[src/rtl/oam_dma_stage.sv]
// oam_dma_stage: OAM DMA engine sitting on the CPU-to-MMU path.
// Owns register FF46. A write to it copies DMA_LEN bytes from {src,8'h00}
// into OAM, reading through the downstream MMU bus. While the copy runs the
// CPU is locked off the downstream bus. When idle, CPU traffic passes
// straight through.
//
// Optional feature macro: OAM_DMA_ECHO_FOLD_EN
//   defined   : sources E0-FF fold down by 8'h20 (echo RAM -> C000-DFFF)
//   undefined : source page used as written
// FF46 always reads back the raw value written.
//
// state    | meaning
// ---------+-----------------------------------------------------------
// S_IDLE   | pass-through, waiting for a write to FF46
// S_START  | one cycle set-up after an FF46 write; idx/phase cleared
// S_ACTIVE | copying; one byte every CYCLES_PER_BYTE cycles
module oam_dma_stage #(
  parameter int CYCLES_PER_BYTE = 4,
  parameter int DMA_LEN         = 160
) (
  input  logic        clk,
  input  logic        rst_n,
  input  logic [15:0] A_up,
  input  logic [7:0]  Di_up,
  output logic [7:0]  Do_up,
  input  logic        cs_up,
  input  logic        wr_up,
  input  logic        rd_up,
  output logic [15:0] A_down,
  output logic [7:0]  Do_down,
  input  logic [7:0]  Di_down,
  output logic        cs_down,
  output logic        wr_down,
  output logic        rd_down,
  output logic [7:0]  oam_addr,
  output logic [7:0]  oam_data,
  output logic        oam_wr,
  output logic        dma_active
);

  localparam int             PW       = $clog2(CYCLES_PER_BYTE);
  localparam logic [PW-1:0]  PH_LAST  = PW'(CYCLES_PER_BYTE - 1);
  localparam logic [7:0]     IDX_LAST = 8'(DMA_LEN - 1);
  localparam logic [15:0]    REG_ADDR = 16'hFF46;

  typedef enum logic [1:0] {
    S_IDLE   = 2'd0,
    S_START  = 2'd1,
    S_ACTIVE = 2'd2
  } state_t;

  state_t         state_q, state_d;
  logic [7:0]     src_q, src_d;
  logic [7:0]     idx_q, idx_d;
  logic [PW-1:0]  phase_q, phase_d;
  logic [7:0]     src_eff;
  logic           reg_hit;

  assign reg_hit    = cs_up && (A_up == REG_ADDR);
  assign dma_active = (state_q != S_IDLE);

  // Effective source page used on the downstream bus.
  always_comb begin
`ifdef OAM_DMA_ECHO_FOLD_EN
    src_eff = (src_q >= 8'hE0) ? (src_q - 8'h20) : src_q;
`else
    src_eff = src_q;
`endif
  end

  // State, source register, byte index and phase counter.
  always_ff @(posedge clk or negedge rst_n) begin
    if (!rst_n) begin
      state_q <= S_IDLE;
      src_q   <= 8'h00;
      idx_q   <= 8'h00;
      phase_q <= '0;
    end else begin
      state_q <= state_d;
      src_q   <= src_d;
      idx_q   <= idx_d;
      phase_q <= phase_d;
    end
  end

  // Next-state logic, bus steering and OAM write generation.
  always_comb begin
    state_d  = state_q;
    src_d    = src_q;
    idx_d    = idx_q;
    phase_d  = phase_q;
    A_down   = 16'h0000;
    Do_down  = 8'h00;
    cs_down  = 1'b0;
    wr_down  = 1'b0;
    rd_down  = 1'b0;
    Do_up    = 8'hFF;
    oam_wr   = 1'b0;
    oam_addr = 8'h00;
    oam_data = 8'h00;

    case (state_q)
      S_IDLE: begin
        A_down  = A_up;
        Do_down = Di_up;
        cs_down = cs_up;
        wr_down = wr_up;
        rd_down = rd_up;
        Do_up   = Di_down;
        if (reg_hit && wr_up) begin
          src_d   = Di_up;
          state_d = S_START;
        end
      end

      S_START: begin
        A_down  = {src_eff, 8'h00};
        idx_d   = 8'h00;
        phase_d = '0;
        state_d = S_ACTIVE;
      end

      S_ACTIVE: begin
        A_down  = {src_eff, idx_q};
        cs_down = 1'b1;
        rd_down = 1'b1;
        if (phase_q == PH_LAST) begin
          oam_wr   = 1'b1;
          oam_addr = idx_q;
          oam_data = Di_down;
          phase_d  = '0;
          if (idx_q == IDX_LAST) begin
            idx_d   = 8'h00;
            state_d = S_IDLE;
          end else begin
            idx_d = idx_q + 8'd1;
          end
        end else begin
          phase_d = phase_q + PW'(1);
        end
      end

      default: begin
        state_d = S_IDLE;
      end
    endcase

    // FF46 is local: never forwarded, always readable, and a write while
    // busy restarts the copy. A byte write already due this cycle still
    // goes out above with the old source.
    if (reg_hit) begin
      cs_down = 1'b0;
      wr_down = 1'b0;
      rd_down = 1'b0;
      if (rd_up) begin
        Do_up = src_q;
      end
      if (wr_up && (state_q != S_IDLE)) begin
        src_d   = Di_up;
        state_d = S_START;
        idx_d   = 8'h00;
        phase_d = '0;
      end
    end
  end

endmodule

[config.mk]
export PLATFORM = sky130hd
export DESIGN_NAME = oam_dma_stage
export DESIGN_NICKNAME = d
export VERILOG_FILES = /design/src/rtl/oam_dma_stage.sv
export SDC_FILE = /design/constraint.sdc
export NUM_CORES = 1
export LEC_CHECK = 0
export ABC_AREA = 1
export BUFFER_PORTS_ARGS = -buffer_cell sky130_fd_sc_hd__buf_2
export CORE_ASPECT_RATIO = 0.7
export CORE_MARGIN = 2
export CORE_UTILIZATION = 30
export CTS_CLUSTER_SIZE = 8
export DETAILED_ROUTE_END_ITERATION = 10
export GPL_ROUTABILITY_DRIVEN = 0
export PLACE_DENSITY = 0.59
export SLEW_MARGIN = 15
export SYNTH_ARGS = -nofsm -noshare
export SYNTH_HDL_FRONTEND = slang
export SYNTH_SLANG_ARGS = --single-unit
[constraint.sdc]
create_clock -name clk -period 1.4 [get_ports clk]
set_input_delay 0.28 -clock clk [delete_from_list [all_inputs] [get_ports clk]]
set_output_delay 0.28 -clock clk [all_outputs]
set_load 0.03 [all_outputs]
==> key figures, run 1 <==
Timing
  • Count of final max-slew check failures: 0
  • Min setup slack post-route: -0.447 ns
  • Tcrit/Tclk final: 132%
  • Number of hold violations in the final report: 0
  • Crit path time final: 1.85 ns
  • Highest clock frequency the design can meet: 541 MHz
  • Hold WS: 0.252 ns
  • Max transition margin: 65.6%
  • RSZ-0062 raised after global routing: yes
  • Accumulated negative setup slack: -23.17 ns
  • Worst clock skew: 0.00285 ns
  • Pin slew with the least headroom to its limit: 0.516 ns
  • Number of setup violations in the final report: 65

Synth
  • Register area share after synthesis: 26.7%
  • Share of the synthesized area in the top cell type: 26.7%
  • Synth unique cells: 28
  • Yosys reg bits: 20
  • Gate count of the mapped netlist: 302
  • Yosys synthesis warning count: 0
  • Synthesized area per cell: 6.21 sq um
  • Syn_nets: 345
  • Post-synthesis instance area: 1880 sq um
  • Largest cells by area after synthesis: sky130_fd_sc_hd__dfrtp_1, sky130_fd_sc_hd__nand2_1, sky130_fd_sc_hd__inv_1
  • Yosys top cell by area: sky130_fd_sc_hd__dfrtp_1

Clock tree
  • Maximum count of clock buffers along a single path: 2
  • Clock latency reported for the late side of the worst-skew pair: 0.26 ns
  • Clock-pin slew on the worst setup and hold paths: 0.08 ns
  • Clk sinks: 20
  • Number of levels in the clock H-tree: 1
  • Clock tree from TritonCTS: done
  • Root buffer selected by CTS: sky130_fd_sc_hd__clkbuf_8
  • Total CTS buffers: 3

Floorplanning
  • Starting utilization of the core area: 30.6%
  • Number of top-level design ports: 90
  • Height of the chip: 70.2 um
  • Placement row count: 24
  • DIE AREA: 6910 sq um
  • Placeable Area: 6130 sq um
  • Overall die width: 98.5 um

Global route
  • Overall global routing resource usage: 20.4%
  • Pin count of the biggest net entering global routing: 21
  • Via count of the first global-routing pass: 2274
  • Sum of overflow across all layers after global routing: 0
  • Wire length of the first global-routing pass: 11400 um
  • Initial antenna violation count: 0

Setup path
  • Critical path data required time: 1.12 ns
  • Kind of end point of the critical path: output pin
  • Library cell contributing the largest single delay on the critical path: sky130_fd_sc_hd__dfrtp_1
  • Worst r2r dst: state_q[1]
  • Largest stage delay on the critical path: 0.44 ns
  • Register-to-register setup slack: -0.22 ns
  • CP Launch Type: flip-flop
  • Worst endpoint data arrival time: 1.57 ns
  • Largest fanout on the critical path: 10
  • Cells on worst reg2reg path: 9
  • Category of the most critical setup path: reg -> out
  • Reg-to-reg startpoint: state_q[1]
  • Worst path cell trace: inv_2, ha_4, buf_12, inv_16, nor2_2, a21oi_4, buf_6

Final layout
  • Number of diodes: 0
  • Final core utilization: 61.8%
  • Fraction of layout instances using a drive strength above 1: 60.7%
  • Area overhead of the layout relative to synthesis: 102%
  • Post-layout net count: 478

Outcome
  • Failing checks: negative setup slack
  • Run status: complete, but fails checks

Pwr
  • Power per standard cell area: 447 nW/um^2
  • IR Drop Worst-Case VDD: 0.000228 V
  • Leakage power of the design: 1.91 nW

Hold path
  • Worst hold path cell count: 3
  • Startpoint of the worst hold path: Di_up[5]
  • Worst hold-check path type: in -> reg
  • Worst hold endpoint: src_eff[5]

Flow run
  • Max_cap viols: 0

Detailed routing
  • Count of routing violations after the opening detailed-route iteration: 131
  • DRT Wirelength: 7060 um
  • Drc violations: 0
  • Via count: 2362
  • Final antenna-violating net count: 0
  • Ratio of routed vias to standard cells: 4.62
  • Iteration count of the initial detailed-routing pass: 4
  • Detailed-route wire length per cell: 13.8 um

Placement
  • Worst Setup Slack post-DPL: -0.404 ns
  • Final HPWL from detailed placement: 5170 um
  • Number of I/O port buffers: 89
## flip-flops by register name, indices dropped and copies added (netlist names)
register	count
state_q	2
src_eff	8
idx_q	8
phase_q	2
## cell families after synthesis
family / Yosys count / share of synthesized area, %
and+or+nand+nor: 167 / 41.5
buffers and inverters: 67 / 14.8
AOI/OAI and AO/OA: 40 / 12.1
DFF: 20 / 26.7
adders and majority gates: 6 / 4.00
xor gates and xnor gates: 2 / 0.934
## worst max-delay path, delay by kind of cell (launching register included)
kind                       cells  cell delay (ns)
DFF                            1             0.44
AOI/OAI and AO/OA              1             0.06
buffers and inverters          4             0.49
and+or+nand+nor                1             0.12
adders and majority gates      1             0.18
## per-layer routing
layer | vias to the layer above | global-route usage [%] | part of all wire (%) | routed length (um)
met4 | 0 | 2.28 | 0.40 | 28
met3 | 4 | 3.30 | 6.1 | 428
met5 | - | 0 | 0 | 0
li1 | 1181 | - | - | -
met1 | 1098 | 30.6 | 48 | 3410
met2 | 79 | 32.0 | 45 | 3200
## synthesized netlist by cell type
library cell / n
sky130_fd_sc_hd__inv_2: 1
sky130_fd_sc_hd__nand3_2: 2
sky130_fd_sc_hd__nor2_2: 7
sky130_fd_sc_hd__a21oi_2: 7
sky130_fd_sc_hd__buf_2: 3
sky130_fd_sc_hd__nor2_8: 1
sky130_fd_sc_hd__buf_6: 3
sky130_fd_sc_hd__nand3b_1: 1
sky130_fd_sc_hd__nor2_1: 48
sky130_fd_sc_hd__nor2_4: 4
sky130_fd_sc_hd__buf_1: 3
sky130_fd_sc_hd__nand3_1: 10
sky130_fd_sc_hd__o21ai_0: 10
sky130_fd_sc_hd__nand2_1: 82
sky130_fd_sc_hd__xor2_1: 2
sky130_fd_sc_hd__o21ai_1: 2
sky130_fd_sc_hd__dfrtp_1: 20
sky130_fd_sc_hd__nor3_2: 1
sky130_fd_sc_hd__ha_1: 6
sky130_fd_sc_hd__nand4_1: 2
sky130_fd_sc_hd__nand3_4: 1
sky130_fd_sc_hd__nand2_2: 4
sky130_fd_sc_hd__inv_1: 54
sky130_fd_sc_hd__a21oi_1: 21
sky130_fd_sc_hd__clkbuf_1: 2
sky130_fd_sc_hd__nand2_4: 3
sky130_fd_sc_hd__nor4_1: 1
sky130_fd_sc_hd__clkinv_1: 1
## placed cells by master (no fill, tap or decap), types with 2 or more instances in the layout
master                     netlist  final
sky130_fd_sc_hd__a21oi_1        21      2
sky130_fd_sc_hd__a21oi_2         7     10
sky130_fd_sc_hd__a21oi_4         0     16
sky130_fd_sc_hd__buf_12          0      6
sky130_fd_sc_hd__buf_2           3     38
sky130_fd_sc_hd__buf_4           0     39
sky130_fd_sc_hd__buf_6           3     54
sky130_fd_sc_hd__clkbuf_8        0      3
sky130_fd_sc_hd__dfrtp_1        20     20
sky130_fd_sc_hd__ha_1            6      3
sky130_fd_sc_hd__ha_4            0      3
sky130_fd_sc_hd__inv_1          54     36
sky130_fd_sc_hd__inv_2           1     14
sky130_fd_sc_hd__nand2_1        82     68
sky130_fd_sc_hd__nand2_2         4     13
sky130_fd_sc_hd__nand2_4         3      7
sky130_fd_sc_hd__nand2_8         0      2
sky130_fd_sc_hd__nand3_1        10      9
sky130_fd_sc_hd__nand3_4         1      4
sky130_fd_sc_hd__nand4_1         2      2
sky130_fd_sc_hd__nor2_1         48     18
sky130_fd_sc_hd__nor2_2          7     10
sky130_fd_sc_hd__nor2_4          4     31
sky130_fd_sc_hd__o21ai_0        10      2
sky130_fd_sc_hd__o21ai_1         2      5
sky130_fd_sc_hd__o21ai_2         0      5
sky130_fd_sc_hd__xor2_1          2      2
## repair_timing
action,CTS,global route
pin swaps,3,6
setup endpoints to repair,65,65
buffers inserted,4,2
hold buffers,1,0
resized for setup,114,53
gates cloned,1,0
endpoints found under the hold margin,20,0
## worst max-delay path by stage
stage | start | to | depth (start not counted)
floorplan | A_up[3] | Do_up[0] | 8
global placement | A_up[3] | Do_up[6] | 11
detailed placement | A_up[3] | Do_up[5] | 11
CTS | state_q[1] | A_down[12] | 8
global route | state_q[1] | Do_up[4] | 7
finish | state_q[1] | Do_up[4] | 7
## power breakdown
part / switching, W / internal [W] / leakage, nW
clock: 0.000211 / 0.000192 / 0.0216
sequential: 0.00000838 / 0.000592 / 0.243
combinational: 0.000384 / 0.000303 / 1.64
total: 0.000603 / 0.00109 / 1.91
## area by class of cell
type | instances | area [sq um]
inverter | 56 | 251
multi-input combinational | 216 | 1670
tap | 78 | 97.6
timing repair buffer | 138 | 1220
fill | 519 | 2340
clock buffer | 3 | 41.3
sequential | 20 | 500
## stage by stage
step / std cells / power (W) / cell area (sq um)
global route: 511 / 0.00177 / 3780
finish: 511 / 0.00169 / 3780
detailed placement: 501 / 0.00117 / 3120
floorplan: 302 / 0.000941 / 2340
global placement: 501 / 0.00117 / 3120
CTS: 510 / 0.00167 / 3590
(Power assumes the default switching activity.)
==> inputs of run 2 (changes only) <==
CORE_UTILIZATION = 42   (was 30)
PLACE_DENSITY = 0.78   (was 0.59)
==> run 2 against run 1 <==
The flow still finishes with violations (negative setup slack). Sequential share of layout area decreased by 1.1 points. Final area rose by 9.5%. Routed wire length up 98%. Global-route usage rose by 17 points. Sequential power about the same.
==> key figures, run 2 (synthesis results as in run 1) <==
Global route
  • Overall global routing resource usage: 37.2% (was 20.4%)
  • Initial antenna violation count: 0 (unchanged)
  • Pin count of the biggest net entering global routing: 21 (unchanged)
  • Sum of overflow across all layers after global routing: 0 (unchanged)
  • Via count of the first global-routing pass: 2744 (was 2274)
  • Wire length of the first global-routing pass: 14100 um (was 11400 um)

Pwr
  • IR Drop Worst-Case VDD: 0.000561 V (was 0.000228 V)
  • Power per standard cell area: 441 nW/um^2 (was 447 nW/um^2)
  • Leakage power of the design: 1.97 nW (was 1.91 nW)

Final layout
  • Number of diodes: 0 (unchanged)
  • Fill count: 102 (was 519)
  • Commonest cells after routing, fill and taps aside: sky130_fd_sc_hd__buf_6, sky130_fd_sc_hd__nand2_1, sky130_fd_sc_hd__buf_4 (was sky130_fd_sc_hd__nand2_1, sky130_fd_sc_hd__buf_6, sky130_fd_sc_hd__buf_4)
  • Final std cells w/o fill: 499 (was 511)
  • Leading cell type in the layout, fill and taps excluded: sky130_fd_sc_hd__buf_6 (was sky130_fd_sc_hd__nand2_1)
  • Fraction of layout instances using a drive strength above 1: 68.9% (was 60.7%)
  • Post-layout net count: 489 (was 478)
  • Area overhead of the layout relative to synthesis: 121% (was 102%)

Setup path
  • Most repeated library cell on the critical path: sky130_fd_sc_hd__nand2_1
  • Kind of end point of the critical path: output pin (unchanged)
  • Library cell contributing the largest single delay on the critical path: sky130_fd_sc_hd__dfrtp_1 (unchanged)
  • Largest stage delay on the critical path: 0.45 ns (was 0.44 ns)
  • Worst endpoint data arrival time: 1.79 ns (was 1.57 ns)
  • Category of the most critical setup path: reg -> out (unchanged)
  • Worst path cell trace: inv_4, ha_4, buf_4, nand2_1, o21ai_1, nand2_1, inv_2, buf_6 (was inv_2, ha_4, buf_12, inv_16, nor2_2, a21oi_4, buf_6)
  • CP Launch Type: flip-flop (unchanged)
  • Largest fanout on the critical path: 6 (was 10)
  • Critical path data required time: 1.12 ns (about the same)

Flow run
  • Max_cap viols: 0 (unchanged)

Detailed routing
  • Count of routing violations after the opening detailed-route iteration: 621 (was 131)
  • Ratio of routed vias to standard cells: 6.79 (was 4.62)
  • Drc violations: 0 (unchanged)
  • Final antenna-violating net count: 0 (unchanged)
  • Detailed-route wire length per cell: 28.0 um (was 13.8 um)
  • DRT Wirelength: 14000 um (was 7060 um)
  • Via count: 3386 (was 2362)
  • Iteration count of the initial detailed-routing pass: 9 (was 4)

Timing
  • Max transition margin: 64.5% (was 65.6%)
  • Min setup slack post-route: -0.672 ns (was -0.447 ns)
  • Number of hold violations in the final report: 0 (unchanged)
  • Count of final max-slew check failures: 0 (unchanged)
  • Accumulated negative setup slack: -31.73 ns (was -23.17 ns)
  • Tcrit/Tclk final: 148% (was 132%)
  • Highest clock frequency the design can meet: 483 MHz (was 541 MHz)
  • RSZ-0062 raised after global routing: yes (unchanged)
  • Pin slew with the least headroom to its limit: 0.532 ns (was 0.516 ns)
  • Worst clock skew: 0.0204 ns (was 0.00285 ns)
  • Number of setup violations in the final report: 73 (was 65)
  • Crit path time final: 2.07 ns (was 1.85 ns)

Floorplanning
  • Placement row count: 20 (was 24)
  • Starting utilization of the core area: 43.4% (was 30.6%)
  • Number of top-level design ports: 90 (unchanged)
  • Height of the chip: 59.9 um (was 70.2 um)
  • Overall die width: 83.9 um (was 98.5 um)
  • DIE AREA: 5030 sq um (was 6910 sq um)
  • Placeable Area: 4330 sq um (was 6130 sq um)

Placement
  • Final HPWL from detailed placement: 4910 um (was 5170 um)
  • Number of I/O port buffers: 89 (unchanged)
  • Placed cell count: 473 (was 501)

Clock tree
  • Clock tree from TritonCTS: done (unchanged)
  • Total CTS buffers: 3 (unchanged)
  • Number of levels in the clock H-tree: 1 (unchanged)
  • Clk sinks: 20 (unchanged)
  • Clock latency reported for the late side of the worst-skew pair: 0.28 ns (was 0.26 ns)
  • Root buffer selected by CTS: sky130_fd_sc_hd__clkbuf_8 (unchanged)
  • Clock-pin slew on the worst setup and hold paths: 0.09 ns (was 0.08 ns)
  • Maximum count of clock buffers along a single path: 2 (unchanged)

Outcome
  • Run status: complete, but fails checks (unchanged)
  • Failing checks: negative setup slack (unchanged)

Hold path
  • Worst hold-check path type: in -> reg (unchanged)
==> run 2: changes by cell type in the layout (fill, tap and decap cells not counted), moves of 3 or more <==
cell	previous run	this run
sky130_fd_sc_hd__nand3_2	0	3
sky130_fd_sc_hd__buf_6	54	61
sky130_fd_sc_hd__nand2_4	7	11
sky130_fd_sc_hd__nand2_2	13	18
sky130_fd_sc_hd__nor2_4	31	37
sky130_fd_sc_hd__nand2_1	68	58
sky130_fd_sc_hd__nand3_1	9	6
sky130_fd_sc_hd__nor2_2	10	14
sky130_fd_sc_hd__inv_2	14	11
sky130_fd_sc_hd__nor2_1	18	8
==> run 2: area by class of cell <==
class                           instances  area (sq um)  area share [%]
Clock buffer                            3          41.3           0.996
Multi-Input combinational cell        217          1870            45.2
Sequential cell                        20           503            12.1
Timing Repair inverter                  1          11.3           0.272
Timing Repair Buffer                  147          1380            33.2
Inverter                               56           269            6.49
Tap cell                               55          68.8            1.66
==> run 2: final timing paths <==
check                                start          to  slack [ns]  cells past startpoint
worst max-delay path            state_q[1]  A_down[11]       -0.67                      8
worst min-delay path              Di_up[7]  src_eff[7]        0.28                      3
worst max register to register  state_q[1]    idx_q[6]       -0.38                      9
worst min register to register  phase_q[1]  phase_q[1]        0.60                      2
max in group asynchronous            rst_n  state_q[0]        0.46                      2
min in group asynchronous            rst_n  src_eff[7]        0.53                      2
==> run 2: report_power, final <==
group | switching [W] | internal [W] | leakage, nW
Clock | 0.000226 | 0.000193 | 0.0216
Combinational | 0.000489 | 0.000315 | 1.71
Sequential | 0.0000108 | 0.000593 | 0.240
Total | 0.000726 | 0.00110 | 1.97
==> run 2: worst max-delay path, delay by kind of cell (launching register included) <==
kind,cells,cell delay [ns]
buffers and inverters,4,0.55
flip-flops,1,0.45
AND/OR/NAND/NOR,2,0.20
AO/OA/AOI/OAI,1,0.12
adder cells (fa/ha/maj),1,0.21
==> run 2: per-layer routing <==
metal / routed length [um] / share of wire [%] / global-route usage [%]
met5: 0 / 0 / 0
met4: 1600 / 11 / 19.8
met2: 5630 / 40 / 63.1
met1: 4580 / 33 / 42.9
met3: 2190 / 16 / 12.0
==> run 2: stage by stage <==
step / hold slack (ns) / total power (W) / area (sq um) / setup WS, ns / utilization (%)
after floorplan: -0.0156 / 0.000941 / 2340 / -0.117 / -
after global placement: 0.265 / 0.00114 / 3030 / -0.418 / 70.0
after detailed placement: 0.272 / 0.00115 / 3030 / -0.458 / 70.0
after CTS: 0.266 / 0.00165 / 3780 / -0.441 / 87.4
after global routing: 0.284 / 0.00185 / 4140 / -0.790 / 95.7
final: 0.277 / 0.00183 / 4140 / -0.672 / 95.7
==> run 2: what timing repair did <==
item | CTS | global route
pin swaps | 10 | 29
resized for setup | 155 | 84
hold buffers | 1 | 0
endpoints found under the hold margin | 20 | 0
buffers inserted | 11 | 8
gates cloned | 5 | 3
setup endpoints to repair | 65 | 65
